[src/rtl/rseq_pkg.sv]
// rseq_pkg
//   Shared definitions for the interrupt/exception/IRET microsequencer:
//   FSM state encoding and the rseq ROM address map.
//     INTX : addresses 0..3 (push EFLAGS, push CS, push EIP, vector load)
//     IRET : addresses 4..6 (pop EIP, pop CS, pop EFLAGS)
//     address 7 is unused.
package rseq_pkg;

  typedef enum logic [1:0] {
    IDLE = 2'd0,
    INTX = 2'd1,
    IRET = 2'd2,
    HALT = 2'd3
  } rseq_state_e;

  localparam logic [2:0] INTX_FIRST = 3'd0;
  localparam logic [2:0] INTX_LAST  = 3'd3;
  localparam logic [2:0] IRET_FIRST = 3'd4;
  localparam logic [2:0] IRET_LAST  = 3'd6;

endpackage

[src/rtl/rseq_ctrl.sv]
// rseq_ctrl
//   Arbitrates exceptions, external interrupts and decoded IRETs, then steps
//   a 3-bit address through the rseq microcode ROM.
// Ports:
//   clk, rst_n          core clock, asynchronous active-low reset
//   exc_req/exc_vec     pending exception and its vector (held until rseq_done)
//   int_req/int_vec     pending interrupt and its vector (held until int_ack)
//   if_flag             EFLAGS.IF
//   instr_boundary      decode sits at an instruction boundary
//   iret_req            IRET decoded
//   dec_ready           decode consumes the current ROM word this cycle
//   rseq_addr           ROM address
//   rseq_oe             ROM output enable
//   rseq_active         decode mux selects the ROM word
//   rseq_vec            vector latched for the current INTX sequence
//   rseq_is_exc         current sequence was started by an exception
//   int_ack             one-cycle pulse, interrupt accepted
//   rseq_done           last word consumed this cycle (combinational)
//   dbl_fault           one-cycle pulse, exception during INTX
//   halted              core halted after a double fault
module rseq_ctrl
  import rseq_pkg::*;
(
  input  logic       clk,
  input  logic       rst_n,
  input  logic       exc_req,
  input  logic [7:0] exc_vec,
  input  logic       int_req,
  input  logic [7:0] int_vec,
  input  logic       if_flag,
  input  logic       instr_boundary,
  input  logic       iret_req,
  input  logic       dec_ready,
  output logic [2:0] rseq_addr,
  output logic       rseq_oe,
  output logic       rseq_active,
  output logic [7:0] rseq_vec,
  output logic       rseq_is_exc,
  output logic       int_ack,
  output logic       rseq_done,
  output logic       dbl_fault,
  output logic       halted
);

  rseq_state_e state_reg, state_next;
  logic [2:0]  addr_reg, addr_next;
  logic [7:0]  vec_reg, vec_next;
  logic        is_exc_reg, is_exc_next;
  logic        int_ack_reg, int_ack_next;
  logic        dbl_fault_reg, dbl_fault_next;
  logic        active_reg;
  logic        halted_reg;
  logic        exc_prev_reg;
  logic        exc_new;
  logic        at_last;

  // exc_req is level-held by its source until rseq_done, so the exception
  // that started the running INTX sequence stays visible throughout it.
  // A "new" exception is therefore either any exc_req while an
  // interrupt-started INTX runs, or a fresh rising edge of exc_req.
  assign exc_new = exc_req && !(is_exc_reg && exc_prev_reg);

  assign at_last = ((state_reg == INTX) && (addr_reg == INTX_LAST)) ||
                   ((state_reg == IRET) && (addr_reg == IRET_LAST));

  always_comb begin
    state_next     = state_reg;
    addr_next      = addr_reg;
    vec_next       = vec_reg;
    is_exc_next    = is_exc_reg;
    int_ack_next   = 1'b0;
    dbl_fault_next = 1'b0;
    unique case (state_reg)
      IDLE: begin
        if (exc_req) begin
          state_next  = INTX;
          addr_next   = INTX_FIRST;
          vec_next    = exc_vec;
          is_exc_next = 1'b1;
        end else if (int_req && if_flag && instr_boundary) begin
          state_next   = INTX;
          addr_next    = INTX_FIRST;
          vec_next     = int_vec;
          is_exc_next  = 1'b0;
          int_ack_next = 1'b1;
        end else if (iret_req && instr_boundary) begin
          state_next = IRET;
          addr_next  = IRET_FIRST;
        end
      end
      INTX: begin
        if (exc_new) begin
          state_next     = HALT;
          addr_next      = INTX_FIRST;
          dbl_fault_next = 1'b1;
        end else if (dec_ready) begin
          if (at_last) begin
            state_next = IDLE;
            addr_next  = INTX_FIRST;
          end else begin
            addr_next = addr_reg + 3'd1;
          end
        end
      end
      IRET: begin
        // A fault while unwinding the stack aborts the IRET and delivers
        // the exception instead.
        if (exc_req) begin
          state_next  = INTX;
          addr_next   = INTX_FIRST;
          vec_next    = exc_vec;
          is_exc_next = 1'b1;
        end else if (dec_ready) begin
          if (at_last) begin
            state_next = IDLE;
            addr_next  = INTX_FIRST;
          end else begin
            addr_next = addr_reg + 3'd1;
          end
        end
      end
      HALT: begin
        state_next = HALT;
      end
      default: begin
        state_next = IDLE;
      end
    endcase
  end

  always_ff @(posedge clk or negedge rst_n) begin
    if (!rst_n) begin
      state_reg     <= IDLE;
      addr_reg      <= 3'd0;
      vec_reg       <= 8'd0;
      is_exc_reg    <= 1'b0;
      int_ack_reg   <= 1'b0;
      dbl_fault_reg <= 1'b0;
      active_reg    <= 1'b0;
      halted_reg    <= 1'b0;
      exc_prev_reg  <= 1'b0;
    end else begin
      state_reg     <= state_next;
      addr_reg      <= addr_next;
      vec_reg       <= vec_next;
      is_exc_reg    <= is_exc_next;
      int_ack_reg   <= int_ack_next;
      dbl_fault_reg <= dbl_fault_next;
      active_reg    <= (state_next == INTX) || (state_next == IRET);
      halted_reg    <= (state_next == HALT);
      exc_prev_reg  <= exc_req;
    end
  end

  assign rseq_addr   = addr_reg;
  assign rseq_oe     = active_reg;
  assign rseq_active = active_reg;
  assign rseq_vec    = vec_reg;
  assign rseq_is_exc = is_exc_reg;
  assign int_ack     = int_ack_reg;
  assign dbl_fault   = dbl_fault_reg;
  assign halted      = halted_reg;
  assign rseq_done   = active_reg && dec_ready && at_last;

endmodule

[config.mk]
export PLATFORM = sky130hd
export DESIGN_NAME = rseq_ctrl
export DESIGN_NICKNAME = d
export VERILOG_FILES = /design/src/rtl/rseq_pkg.sv /design/src/rtl/rseq_ctrl.sv
export SDC_FILE = /design/constraint.sdc
export NUM_CORES = 1
export LEC_CHECK = 0
export CORE_MARGIN = 2
export CORE_UTILIZATION = 40
export DETAILED_ROUTE_END_ITERATION = 6
export PLACE_DENSITY = 0.74
export SETUP_SLACK_MARGIN = 0.1
export SLEW_MARGIN = 20
export SYNTH_ARGS = -nofsm -noshare
export SYNTH_HDL_FRONTEND = slang
export SYNTH_SLANG_ARGS = --single-unit
[constraint.sdc]
create_clock -name clk -period 5.9 [get_ports clk]
set_clock_uncertainty 0.05 [all_clocks]
set_input_delay 1.475 -clock clk [delete_from_list [all_inputs] [get_ports clk]]
set_output_delay 1.475 -clock clk [all_outputs]
set_load 0.01 [all_outputs]
==> metrics.txt <==
Ant. Diodes 0; status complete, no violations; Clock Latency Late Sink ~0.3 ns; Psw 0.273 mW; clock network fraction of total power 0.096; top cell type's share of synthesized area 0.431; # nets final 180; Hold Path Depth 2; I/O pin count 42; die width 56.5 microns; CORE AREA ~2700 sq um; FF-to-FF Start state_reg[0]; vias in the first global route 902; Ys Warns 0; Synth top cells by count dfrtp_1, nor2_1, a21oi_1; CTS resizes 0; most frequent cell after synthesis dfrtp_1; Worst VDD drop between 0.2 and 0.3 mV; Startpoint Class primary input; first-pass GRT wire length 4040 microns; GRT overflow 0; Worst Max-Slew Pin Slew 0.847 ns; drt pass-1 iters 4; dpl hpwl 1890 microns; Largest register FFs 8; crit path from dec_ready; post-CTS setup buffer count 0; share of cells above drive strength 1 0.0685; Final Cell Area between 1500 and 2000 sq um; sequential fraction of the synthesis area 0.431; minimum hold slack just under 0.5 ns; Reg2Reg Depth 7; Sw Share 0.397; Via density approximately 5.1; Fin. Hold Viols 0; antenna violations before repair 0; Final min period 4.34 ns; post-synthesis cell count 105; flops & latches, synth 19; hold_sp rseq_vec[3]; I/O Buffers 41; Rows 19; worst r2r dst rseq_active; full die area 3200 sq um; predominant post-synthesis flop cell dfrtp_1; total power 0.689 mW; Clock Pin Slew Worst Setup and Hold Paths 0.10 ns; Max-Cap Viols 0; Max Root-Sink Buffers 2; number of H-tree levels 1; GP Congestion 0.782; Post-DRT Antenna Nets 0; worst slack, placed 1.57 ns; # hold bufs at CTS 0; DR iter-0 viols 20; EDFF count, synth 0; Placement Cell Area 1520 sq um; Gate power share 0.581; Post-synth ARST share 1.00; Synth-to-Final Area Change 40.1%; root buffer cell clkbuf_4; die height between 50 and 60 microns; vias 906; Final Max Slew Viols 0; Syn Nets 138; drt drc 0; Worst EP arrival ~2.8 ns; Syn Area/Cell 10.5 sq um; Yosys top cell by area dfrtp_1; Leak Pwr 0.702 nW; P_int 0.416 mW; Hold Crit Class reg -> reg; WL final 2400 microns; Synth Cell Area 1100 sq um; sum of negative setup slack 0 ns; Worst setup EP type output pin; relative slew slack 0.434; Num CTS Buffers 3; wire length per cell 13.6 microns; endpoints failing setup 0; Area contributors post-synth dfrtp_1, ha_1, mux2i_1; CP Class in -> out; RSZ-0062 raised after global routing no; Max Clk Rate 0.231 GHz; fin worst setup slack 1.56 ns; worst path required time around 4.4 ns; CP Max Fanout 3; crit share post-route 0.735; CTS tree yes; gr usage total 0.163; PD cells between 400 and 500 nW/um^2; Initial Utilization 0.411; maximum number of pins on one net before global-route repair 20; Seq pwr share 0.323; WHS Endpoint rseq_vec[3]; Num Clock Sinks 19; r2r setup slk 3.69 ns; Yosys cell types 29
==> layout make-up <==
cell class	instances	area, sq um
clock buffers	3	22.5
clock inverters	1	5.00
fillers	248	1140
inverters	9	33.8
multi-input cells	73	561
flip-flops and latches	19	475
well taps	31	38.8
repair buffers	41	410
==> per-stage QoR <==
step                std cells   util
floorplan                 105      -
global placement          173  0.565
detailed placement        173  0.565
CTS                       177  0.576
global route              177  0.576
finish                    177  0.576
==> cells by family after synthesis <==
| family | share of synthesized area |
|---|---|
| buf+inv | 0.0612 |
| fa+ha+maj | 0.102 |
| simple gates | 0.138 |
| flops | 0.431 |
| compound gates | 0.186 |
| mux | 0.0816 |
==> critical path, stage by stage <==
cell and delay [ns]:
clkdlybuf4s50_1 0.47, inv_1 0.05, a21o_1 0.18, nor2_1 0.09
clkdlybuf4s50_1 0.54
==> power by group through the flow <==
stage	clock, mW	sequential (mW)	combinational (mW)
CTS	0.0709	0.223	0.405
global route	0.0738	0.229	0.443
detailed placement	0	0.226	0.403
global placement	0	0.225	0.391
finish	0.0660	0.223	0.401
floorplan	0	0.245	0.232
==> layer usage <==
metal | routed length (microns) | track usage
met1 | 1080 | 0.209
met2 | 1060 | 0.246
met3 | 225 | 0.0507
met4 | 40 | 0.0816
met5 | 0 | 0
==> how the worst max path moves through the flow <==
stage	to	slack, ns	depth (start not counted)
final	rseq_done	1.56	5
after global routing	rseq_done	1.48	5
after CTS	rseq_done	1.56	5
after detailed placement	rseq_done	1.57	5
after global placement	rseq_done	1.59	5
after floorplan	rseq_done	2.54	3
==> cells in the final DEF (no fill, tap or decap), drive strengths merged <==
cell,Yosys,routed
nor2b,1,1
mux2i,9,9
o22a,1,1
nand3,3,3
a21oi,12,12
clkinv,0,1
inv,9,9
and2b,1,1
clkbuf,0,3
and3,2,2
nand3b,1,1
a32o,1,1
o32ai,1,1
a21o,3,3
nand2,5,5
a311oi,1,1
o22ai,1,1
clkdlybuf4s50,0,41
o2bb2ai,1,1
a22o,1,1
and4,1,1
ha,9,9
dfrtp,19,19
a21bo,1,1
nor2,15,15
a31oi,3,3
Note: power is estimated with default switching activity, not from simulation.
